--- src/rtl/usb_pkg.sv ---
// usb_pkg: shared USB token-receiver constants, error encoding, FSM state type
// and token field layout.
package usb_pkg;

  localparam int unsigned PID_W   = 4;
  localparam int unsigned ADDR_W  = 7;
  localparam int unsigned ENDP_W  = 4;
  localparam int unsigned FRAME_W = 11;
  localparam int unsigned CRC_W   = 5;

  localparam logic [PID_W-1:0] PID_OUT   = 4'h1;
  localparam logic [PID_W-1:0] PID_SOF   = 4'h5;
  localparam logic [PID_W-1:0] PID_IN    = 4'h9;
  localparam logic [PID_W-1:0] PID_SETUP = 4'hD;

  typedef enum logic [2:0] {
    ERR_NONE = 3'd0,
    ERR_PID  = 3'd1,
    ERR_CRC  = 3'd2,
    ERR_LEN  = 3'd3,
    ERR_RX   = 3'd4
  } err_code_e;

  typedef enum logic [2:0] {
    ST_IDLE,
    ST_PID,
    ST_TOK1,
    ST_TOK2,
    ST_DONE,
    ST_DROP
  } state_e;

  // 11-bit token field as it arrives on the wire: {b3[2:0], b2}
  typedef struct packed {
    logic [ENDP_W-1:0] endp;
    logic [ADDR_W-1:0] addr;
  } token_fields_t;

  function automatic logic pid_is_token(input logic [PID_W-1:0] pid, input logic sof_en);
    return (pid == PID_OUT) || (pid == PID_IN) || (pid == PID_SETUP) ||
           (sof_en && (pid == PID_SOF));
  endfunction

endpackage

--- src/rtl/usb_token_crc5.sv ---
// usb_token_crc5: CRC5 (x^5+x^2+1) advanced over an 11-bit token field,
// bits taken LSB first as they appear on the wire.
module usb_token_crc5
  import usb_pkg::*;
(
  input  logic [CRC_W-1:0] crc_i,
  input  logic [10:0]      data_i,
  output logic [CRC_W-1:0] crc_o
);

  logic [CRC_W-1:0] c;
  logic             fb;

  always_comb begin
    c  = crc_i;
    fb = 1'b0;
    for (int i = 0; i < 11; i++) begin
      fb = c[4] ^ data_i[i];
      c  = {c[3:0], 1'b0} ^ (fb ? 5'h05 : 5'h00);
    end
    crc_o = c;
  end

endmodule

--- src/rtl/usb_token_rx.sv ---
// usb_token_rx: decodes OUT/IN/SETUP token packets from a UTMI-style byte stream,
// checking PID, CRC5 and length. SOF decode is enabled by defining USB_TOKEN_SOF_EN.
module usb_token_rx
  import usb_pkg::*;
#(
  parameter bit ADDR_FILTER = 1'b0
) (
  input  logic               clk_i,
  input  logic               rst_i,
  input  logic [7:0]         rx_data_i,
  input  logic               rx_valid_i,
  input  logic               rx_active_i,
  input  logic               rx_error_i,
  input  logic [ADDR_W-1:0]  dev_addr_i,
  output logic               token_valid_o,
  output logic [PID_W-1:0]   token_pid_o,
  output logic [ADDR_W-1:0]  token_addr_o,
  output logic [ENDP_W-1:0]  token_endp_o,
  output logic [FRAME_W-1:0] frame_o,
  output logic               err_o,
  output logic [2:0]         err_code_o
);

`ifdef USB_TOKEN_SOF_EN
  localparam bit SOF_EN = 1'b1;
`else
  localparam bit SOF_EN = 1'b0;
`endif

  state_e           state, state_next;
  logic             active_q;
  logic             err_seen, err_seen_next;
  logic [PID_W-1:0] pid_q, pid_next;
  logic [7:0]       b2_q, b2_next, b3_q, b3_next;

  logic [10:0]      field;
  token_fields_t    tf;
  logic [CRC_W-1:0] crc_raw, crc_chk;
  logic             crc_ok, addr_ok;
  logic             tok_strobe, err_strobe;
  err_code_e        err_code;

  assign field = {b3_q[2:0], b2_q};
  assign tf    = token_fields_t'(field);

  usb_token_crc5 u_crc (
    .crc_i  (5'h1F),
    .data_i (field),
    .crc_o  (crc_raw)
  );

  // Received CRC field carries the complemented remainder MSB first
  assign crc_chk = ~crc_raw;
  assign crc_ok  = (b3_q[7:3] == {crc_chk[0], crc_chk[1], crc_chk[2], crc_chk[3], crc_chk[4]});
  assign addr_ok = !ADDR_FILTER || (pid_q == PID_SOF) || (tf.addr == dev_addr_i);

  always_comb begin
    state_next    = state;
    err_seen_next = err_seen;
    pid_next      = pid_q;
    b2_next       = b2_q;
    b3_next       = b3_q;
    tok_strobe    = 1'b0;
    err_strobe    = 1'b0;
    err_code      = ERR_NONE;
    unique case (state)
      ST_IDLE: begin
        err_seen_next = 1'b0;
        // A packet already running when we got here (e.g. after reset) is not ours
        if (rx_active_i) state_next = active_q ? ST_DROP : ST_PID;
      end
      ST_PID: begin
        if (rx_error_i) begin
          err_strobe = 1'b1; err_code = ERR_RX;  state_next = ST_DROP;
        end else if (!rx_active_i) begin
          err_strobe = 1'b1; err_code = ERR_LEN; state_next = ST_IDLE;
        end else if (rx_valid_i) begin
          if (rx_data_i[7:4] != ~rx_data_i[3:0]) begin
            err_strobe = 1'b1; err_code = ERR_PID; state_next = ST_DROP;
          end else if (!pid_is_token(rx_data_i[3:0], SOF_EN)) begin
            state_next = ST_DROP;
          end else begin
            pid_next   = rx_data_i[3:0];
            state_next = ST_TOK1;
          end
        end
      end
      ST_TOK1: begin
        if (rx_error_i) begin
          err_strobe = 1'b1; err_code = ERR_RX;  state_next = ST_DROP;
        end else if (!rx_active_i) begin
          err_strobe = 1'b1; err_code = ERR_LEN; state_next = ST_IDLE;
        end else if (rx_valid_i) begin
          b2_next    = rx_data_i;
          state_next = ST_TOK2;
        end
      end
      ST_TOK2: begin
        if (rx_error_i) begin
          err_strobe = 1'b1; err_code = ERR_RX;  state_next = ST_DROP;
        end else if (!rx_active_i) begin
          err_strobe = 1'b1; err_code = ERR_LEN; state_next = ST_IDLE;
        end else if (rx_valid_i) begin
          b3_next    = rx_data_i;
          state_next = ST_DONE;
        end
      end
      ST_DONE: begin
        if (rx_error_i) begin
          err_strobe = 1'b1; err_code = ERR_RX;  state_next = ST_DROP;
        end else if (rx_valid_i) begin
          err_strobe = 1'b1; err_code = ERR_LEN; state_next = ST_DROP;
        end else if (!rx_active_i) begin
          state_next = ST_IDLE;
          if (!crc_ok) begin
            err_strobe = 1'b1; err_code = ERR_CRC;
          end else if (addr_ok) begin
            tok_strobe = 1'b1;
          end
        end
      end
      ST_DROP: begin
        if (rx_error_i && !err_seen) begin
          err_strobe = 1'b1; err_code = ERR_RX;
        end
        if (!rx_active_i) state_next = ST_IDLE;
      end
      default: state_next = ST_IDLE;
    endcase
    if (err_strobe) err_seen_next = 1'b1;
  end

  always_ff @(posedge clk_i) begin
    if (rst_i) begin
      state    <= ST_IDLE;
      active_q <= 1'b1;
      err_seen <= 1'b0;
    end else begin
      state    <= state_next;
      active_q <= rx_active_i;
      err_seen <= err_seen_next;
    end
  end

  // Captured bytes and registered outputs; token fields hold between strobes
  always_ff @(posedge clk_i) begin
    if (rst_i) begin
      pid_q         <= '0;
      b2_q          <= '0;
      b3_q          <= '0;
      token_valid_o <= 1'b0;
      token_pid_o   <= '0;
      token_addr_o  <= '0;
      token_endp_o  <= '0;
      err_o         <= 1'b0;
      err_code_o    <= '0;
    end else begin
      pid_q         <= pid_next;
      b2_q          <= b2_next;
      b3_q          <= b3_next;
      token_valid_o <= tok_strobe;
      err_o         <= err_strobe;
      if (err_strobe) err_code_o <= 3'(err_code);
      if (tok_strobe) begin
        token_pid_o  <= pid_q;
        token_addr_o <= tf.addr;
        token_endp_o <= tf.endp;
      end
    end
  end

`ifdef USB_TOKEN_SOF_EN
  logic [FRAME_W-1:0] frame_q;

  always_ff @(posedge clk_i) begin
    if (rst_i) begin
      frame_q <= '0;
    end else if (tok_strobe && (pid_q == PID_SOF)) begin
      frame_q <= field;
    end
  end

  assign frame_o = frame_q;
`else
  assign frame_o = '0;
`endif

endmodule

--- config.mk ---
export PLATFORM = sky130hd
export DESIGN_NAME = usb_token_rx
export DESIGN_NICKNAME = d
export VERILOG_FILES = /design/src/rtl/usb_pkg.sv /design/src/rtl/usb_token_crc5.sv /design/src/rtl/usb_token_rx.sv
export SDC_FILE = /design/constraint.sdc
export NUM_CORES = 1
export LEC_CHECK = 0
export CAP_MARGIN = 25
export CORE_ASPECT_RATIO = 2
export CORE_MARGIN = 1.5
export CORE_UTILIZATION = 45
export CTS_CLUSTER_DIAMETER = 50
export DETAILED_ROUTE_END_ITERATION = 16
export HOLD_SLACK_MARGIN = 0.05
export PLACE_DENSITY_LB_ADDON = 0.08
export SETUP_SLACK_MARGIN = 0.02
export SYNTH_ARGS = -nofsm -noshare
export SYNTH_HDL_FRONTEND = slang
export SYNTH_HIERARCHICAL = 1
export SYNTH_SLANG_ARGS = --single-unit
--- constraint.sdc ---
create_clock -name clk_i -period 2.6 [get_ports clk_i]
set_input_delay 0.52 -clock clk_i [delete_from_list [all_inputs] [get_ports clk_i]]
set_output_delay 0.52 -clock clk_i [all_outputs]
set_load 0.02 [all_outputs]
==> Word level (Yosys, flattened, before mapping) <==
Cells that the tools add are included.
{ "word_totals": {"reg_bits": 45, "in_bits": 20, "wordCells": 121} }
{ "op_classes": {"n_eq_ne": 14, "mux": 59, "bitwise": 25, "n_reduce_logical": 11} }
{ "op_table": {"columns": ["operator", "count"], "rows": [
  ["3-bit two-way mux", 31],
  ["5-bit bitwise XOR", 10],
  ["1-bit two-way mux", 20],
  ["3-bit case mux with 6 select lines", 1],
  ["4-bit inequality test, second input constant", 3],
  ["3-bit case mux with 4 select lines", 1],
  ["4-bit AND reduction", 3],
  ["2-bit two-way mux", 5],
  ["1-bit bitwise XOR", 10],
  ["4-bit equality test, second input constant", 2],
  ["4-bit NOT", 2],
  ["3-bit by 2-bit equality test with 1-bit output, second input constant", 2],
  ["3-bit equality test, second input constant", 2],
  ["6-bit AND reduction", 1],
  ["5-bit equality test", 1],
  ["5-bit NOT", 1],
  ["4-bit by 1-bit equality test with 1-bit output, second input constant", 1],
  ["4-bit inequality test", 1],
  ["1-bit case mux with 4 select lines", 1],
  ["3-bit by 1-bit equality test with 1-bit output, second input constant", 1],
  ["3-bit logical NOT", 1],
  ["1-bit logical OR", 2],
  ["2-bit inequality test, second input constant", 1],
  ["1-bit NOT", 2],
  ["4 further kinds", 4]
]} }

==> Depth between registers and ports, before layout <==
{ "logic_depth": {"ltp_word": 40, "mapped_depth": 10, "mapped_depth_nobuf": 8} }

==> Hierarchy <==
The synthesis kept the hierarchy.
{ "by_module_without_submodules": {"columns": ["mod", "n_inst", "cells_each", "area_each_um2"], "rows": [
  ["usb_token_rx", 1, 235, 2200.9],
  ["usb_token_crc5", 1, 20, 271.5]
]} }

==> Worst setup path before layout <==
Ideal clock, no wire load.
{ "synth_path": {"path_type": "register to register", "start": "reg b2_q[1]", "end": "reg token_addr_o[0]", "arrival_ns": 2.681, "t_required_ns": 2.486, "slack_ns": -0.196, "path_stages_with_launch": 10, "n_path_buf": 1, "period_less_slack_ns": 2.796, "cell_sequence": "dfxtp_1 > xnor3_2 > xnor2_2 > xor3_1 > xor2_1 > nand3_2 > nor4_4 > buf_6 > mux2i_1 > nor2_1"} }
{ "synth_between": {"word_cells_on_any_way": 29, "cone_classes": "eq/ne (1); mux (11); bitwise (17)"} }
{ "synth_lines": {"columns": ["element", "line_no", "source"], "rows": [
  ["start, declared", "usb_token_rx.sv:34", "logic [7:0] b2_q, b2_next, b3_q, b3_next;"],
  ["start signal, assigned", "usb_token_rx.sv:159", "b2_q <= b2_next;"],
  ["1-bit bitwise XOR (*)", "usb_token_crc5.sv:18", "fb = c[4] ^ data_i[i];"],
  ["3-bit two-way mux (*)", "usb_token_crc5.sv:19", "c = {c[3:0], 1'b0} ^ (fb ? 5'h05 : 5'h00);"],
  ["5-bit bitwise XOR (*) (3 in series)", "usb_token_crc5.sv:19", null],
  ["1-bit bitwise XOR or 5-bit bitwise XOR (tied branches)", "usb_token_crc5.sv:18, usb_token_crc5.sv:19", null],
  ["3-bit two-way mux or 5-bit bitwise XOR (tied branches)", "usb_token_crc5.sv:19", null],
  ["5-bit bitwise XOR (*) (3 in series)", "usb_token_crc5.sv:19", null],
  ["1-bit bitwise XOR or 5-bit bitwise XOR (tied branches)", "usb_token_crc5.sv:18, usb_token_crc5.sv:19", null],
  ["3-bit two-way mux or 5-bit bitwise XOR (tied branches)", "usb_token_crc5.sv:19", null],
  ["5-bit bitwise XOR (*) (4 in series)", "usb_token_crc5.sv:19", null],
  ["net crc_raw[3]", "usb_token_rx.sv:38", "logic [CRC_W-1:0] crc_raw, crc_chk;"],
  ["5-bit NOT (*)", "usb_token_rx.sv:53", "assign crc_chk = ~crc_raw;"],
  ["5-bit equality test (*)", "usb_token_rx.sv:54", "assign crc_ok = (b3_q[7:3] == {crc_chk[0], crc_chk[1], crc_chk[2], crc_chk[3], crc_chk[4]});"],
  ["1-bit two-way mux (*)", "usb_token_rx.sv:115", "if (!crc_ok) begin"],
  ["1-bit two-way mux (*)", "usb_token_rx.sv:113", "end else if (!rx_active_i) begin"],
  ["1-bit two-way mux (*)", "usb_token_rx.sv:111", "end else if (rx_valid_i) begin"],
  ["1-bit two-way mux (*)", "usb_token_rx.sv:109", "if (rx_error_i) begin"],
  ["1-bit two-way mux (*)", "usb_token_rx.sv:66", "unique case (state)"],
  ["end signal, assigned", "usb_token_rx.sv:166", "token_addr_o <= tf.addr;"],
  ["end, declared", "usb_token_rx.sv:17", "output logic [ADDR_W-1:0] token_addr_o,"]
]} }
Mark *: on every way through the listed nets, which the timed path passes. The rest lies on a longest branch.
A chain may end at the register's enable or synchronous reset.

==> Worst setup path after layout <==
{ "layout_path": {"start": "reg b2_q[0]", "end": "reg token_endp_o[1]"} }
{ "layout_between": {"word_cells_on_any_way": 31, "cone_classes": "eq/ne (1); mux (12); bitwise (18)"} }
{ "layout_lines": {"columns": ["element", "line_no", "source"], "rows": [
  ["3-bit two-way mux (*)", "usb_token_crc5.sv:19", null],
  ["4-bit NOT (no source line)", null, null],
  ["5-bit bitwise XOR (*) (2 in series)", "usb_token_crc5.sv:19", null],
  ["1-bit bitwise XOR", "usb_token_crc5.sv:18", null],
  ["3-bit two-way mux", "usb_token_crc5.sv:19", null],
  ["5-bit bitwise XOR (*) (3 in series)", "usb_token_crc5.sv:19", null],
  ["1-bit bitwise XOR or 5-bit bitwise XOR (tied branches)", "usb_token_crc5.sv:18, usb_token_crc5.sv:19", null],
  ["3-bit two-way mux or 5-bit bitwise XOR (tied branches)", "usb_token_crc5.sv:19", null],
  ["5-bit bitwise XOR (*) (5 in series)", "usb_token_crc5.sv:19", null],
  ["net crc_raw[4]", "usb_token_rx.sv:38", null],
  ["5-bit NOT (*)", "usb_token_rx.sv:53", null],
  ["5-bit equality test (*)", "usb_token_rx.sv:54", null],
  ["1-bit two-way mux (*)", "usb_token_rx.sv:115", null],
  ["1-bit two-way mux (*)", "usb_token_rx.sv:113", null],
  ["1-bit two-way mux (*)", "usb_token_rx.sv:111", null],
  ["1-bit two-way mux (*)", "usb_token_rx.sv:109", null],
  ["1-bit two-way mux (*)", "usb_token_rx.sv:66", null],
  ["end signal, assigned", "usb_token_rx.sv:167", "token_endp_o <= tf.endp;"],
  ["end, declared", "usb_token_rx.sv:18", "output logic [ENDP_W-1:0] token_endp_o,"]
]} }
Marks and branches as above.

==> impl_metrics.tcl <==
set metrics [dict create \
    outcome "complete, no violations" \
    cp-start-kind "flip-flop" \
    hold_viol_final 0 \
    hpwl_um 4110 \
    drc_errors 0 \
    nets 322 \
    drtPass1Iterations 4 \
    fin_util 0.574 \
    wl_met3_um 104 \
    leakage_nw 1.26 \
    grt_max_degree 26 \
    yosys_most_used_dff "dfxtp_1" \
    setup_viol_count_final 0 \
    yosysWarnings 6 \
    max_freq_mhz 406 \
    die_w_um 55.4 \
    crit_path_end_kind "flip-flop" \
    synth_top_area_share 0.364 \
    start_util 0.460 \
    critPathKind "flip-flop to flip-flop" \
    drive_gt1_frac 0.178 \
    async_reset_ff_frac 0 \
    p_total_mw 1.52 \
    root_buffer "clkbuf_8" \
    grt_pass1_wl_um 8690 \
    wl_per_cell_um 15.5 \
    multi_input_area_mm2 0.00148 \
    synth_edf_count 0 \
    viasPerCell 5.19 \
    required_ns 2.79 \
    seq_area_um2 908 \
    antenna_found_initial 0 \
    hold_path_class "flip-flop to flip-flop" \
    finalCriticalPeriod_ns 2.47 \
    port_buffers 32 \
    synthTopCellsByArea "dfxtp_1 36%, mux2i_1 14%, nor2_1 6.1%, xor2_1 4.3%, buf_4 3.6%" \
    overflow 0 \
    finClkSkew_ns 0.0114 \
    clk_path_buf_depth 2 \
    drt_iter0_drc 34 \
    num_vias 1883 \
    ant_nets 0 \
    insertion_delay_ns 0.30 \
    synth_cell_types 57 \
    drv_cap 0 \
    period_share 0.948 \
    crit_fanout 6 \
    dieHeight_um 108 \
    synthesis.area_mm2 0.00247 \
    crit_arrival_ns 2.65 \
    yosys.area.top_type "dfxtp_1" \
    max_slew_margin 0.578 \
    clock-sinks 45 \
    ir_worst_vdd_mv 0.432 \
    worst_pin_slew_ns 0.632 \
    area_growth_pct 24.7 \
    syn_inst 255 \
    io_pins 51 \
    met1_length_um 2120 \
    cts_hold_buf 0 \
    core_mm2 0.00537 \
    wl_met2_um 3220 \
    fillCellCount 504 \
    grt_setup_unrepaired "false" \
    grt_use_total 0.190 \
    htreeDepth 2 \
    die_area_mm2 0.00597 \
    topRoutingLayerUsed "met4" \
    p_per_area_mw_per_mm2 494 \
    slew_viol_final 0 \
    postSynthAreaPerCell_um2 9.70 \
    ys_ff_latch 45 \
    globalplace.congestion 0.954 \
    tritoncts "built" \
    rows 38 \
    cts_buffers 5 \
    cts.clk_slew.worst_paths_ns 0.09 \
    ys_seq_area_frac 0.364 \
    drt-total-wl_um 5620 \
    grt_pass1_vias 1799 \
    n_antenna_cell 0 \
]
-- repair_timing --
action / CTS / global route
buffers inserted: 1 / 1
gates resized for setup: 3 / 17
setup endpoints to repair: 15 / 18
pin swaps: 1 / 10
cloned: 0 / 1
-- cell families after synthesis --
logic type      after synthesis  share of synthesized area
xor+xnor                     28                      0.139
mux                          34                      0.138
buf+inv                      34                     0.0931
simple gates                 76                      0.166
compound gates               36                     0.0972
other cells                   2                    0.00304
flops                        45                      0.364
-- metrics by stage --
stage	setup WS [ns]	hold WS [ns]	instance area, µm²	setup TNS (ns)	instances
2_1_floorplan	0.0256	0.423	2530	0	270
3_3_place_gp	-0.0280	0.438	2860	-0.210	352
3_5_place_dp	-0.0376	0.445	2860	-0.311	352
4_1_cts	0.0223	0.460	2980	0	361
5_1_grt	0.0115	0.499	3080	0	363
6_report	0.135	0.460	3080	0	363
-- placed cells by master, fill, tap and decap left out, drive strengths merged, types with 6 or more instances in the layout --
master,instances
o21ai,6
conb,17
clkdlybuf4s50,32
dfxtp,45
buf,20
clkbuf,6
a21oi,12
mux2i,34
nor2,41
xnor2,10
xor2,12
inv,7
-- power by group --
part	internal, mW	switching (mW)
Sequential	0.705	0.0288
Clock	0.216	0.245
Combinational	0.154	0.176
Total	1.07	0.449
-- cells in the mapped netlist (all sizes together) (6+ instances only) --
cell	number
buf	19
o21ai	6
xnor2	10
mux2i	34
inv	7
clkbuf	8
nor2	41
dfxtp	45
xor2	12
a21oi	12
-- layer usage --
metal | track usage | vias to the layer above
li1 | - | 942
met4 | 0.113 | 0
met1 | 0.189 | 890
met3 | 0.0216 | 11
met2 | 0.363 | 40
met5 | 0 | -
-- final timing paths --
| path | from | to | slack [ns] | cells past startpoint |
|---|---|---|---|---|
| max | b2_q[0] | token_endp_o[1] | 0.13 | 9 |
| min | pid_q[0] | pid_q[0] | 0.46 | 2 |
| max reg2reg | b2_q[0] | token_endp_o[1] | 0.13 | 9 |
| min reg2reg | pid_q[0] | pid_q[0] | 0.46 | 2 |
-- area by class of cell --
| type | instances | share of cell area |
|---|---|---|
| Multi-Input combinational cell | 191 | 0.481 |
| Sequential cell | 45 | 0.295 |
| Inverter | 7 | 0.00852 |
| Clock inverter | 2 | 0.00446 |
| Clock buffer | 6 | 0.0268 |
| Tap cell | 60 | 0.0244 |
| Timing Repair Buffer | 52 | 0.160 |
-- registers in the layout, indices dropped and copies added (netlist names) --
| signal | count |
|---|---|
| state | 3 |
| token_pid_o | 4 |
| token_endp_o | 4 |
| b3_q | 8 |
| err_code_o | 3 |
| token_valid_o | 1 |
| b2_q | 8 |
| active_q | 1 |
| err_o | 1 |
| token_addr_o | 7 |
| pid_q | 4 |
| err_seen | 1 |
-- critical path: stages, from the launching register on --
cell and delay, ns:
dfxtp_2 0.36, xor2_4 0.27, xor2_2 0.21, xnor3_4 0.44
xor2_2 0.18, nand2_2 0.11, nor4_4 0.35, buf_6 0.20
mux2i_1 0.19, nor2_1 0.05
Note: power is estimated with default switching activity, not from simulation.
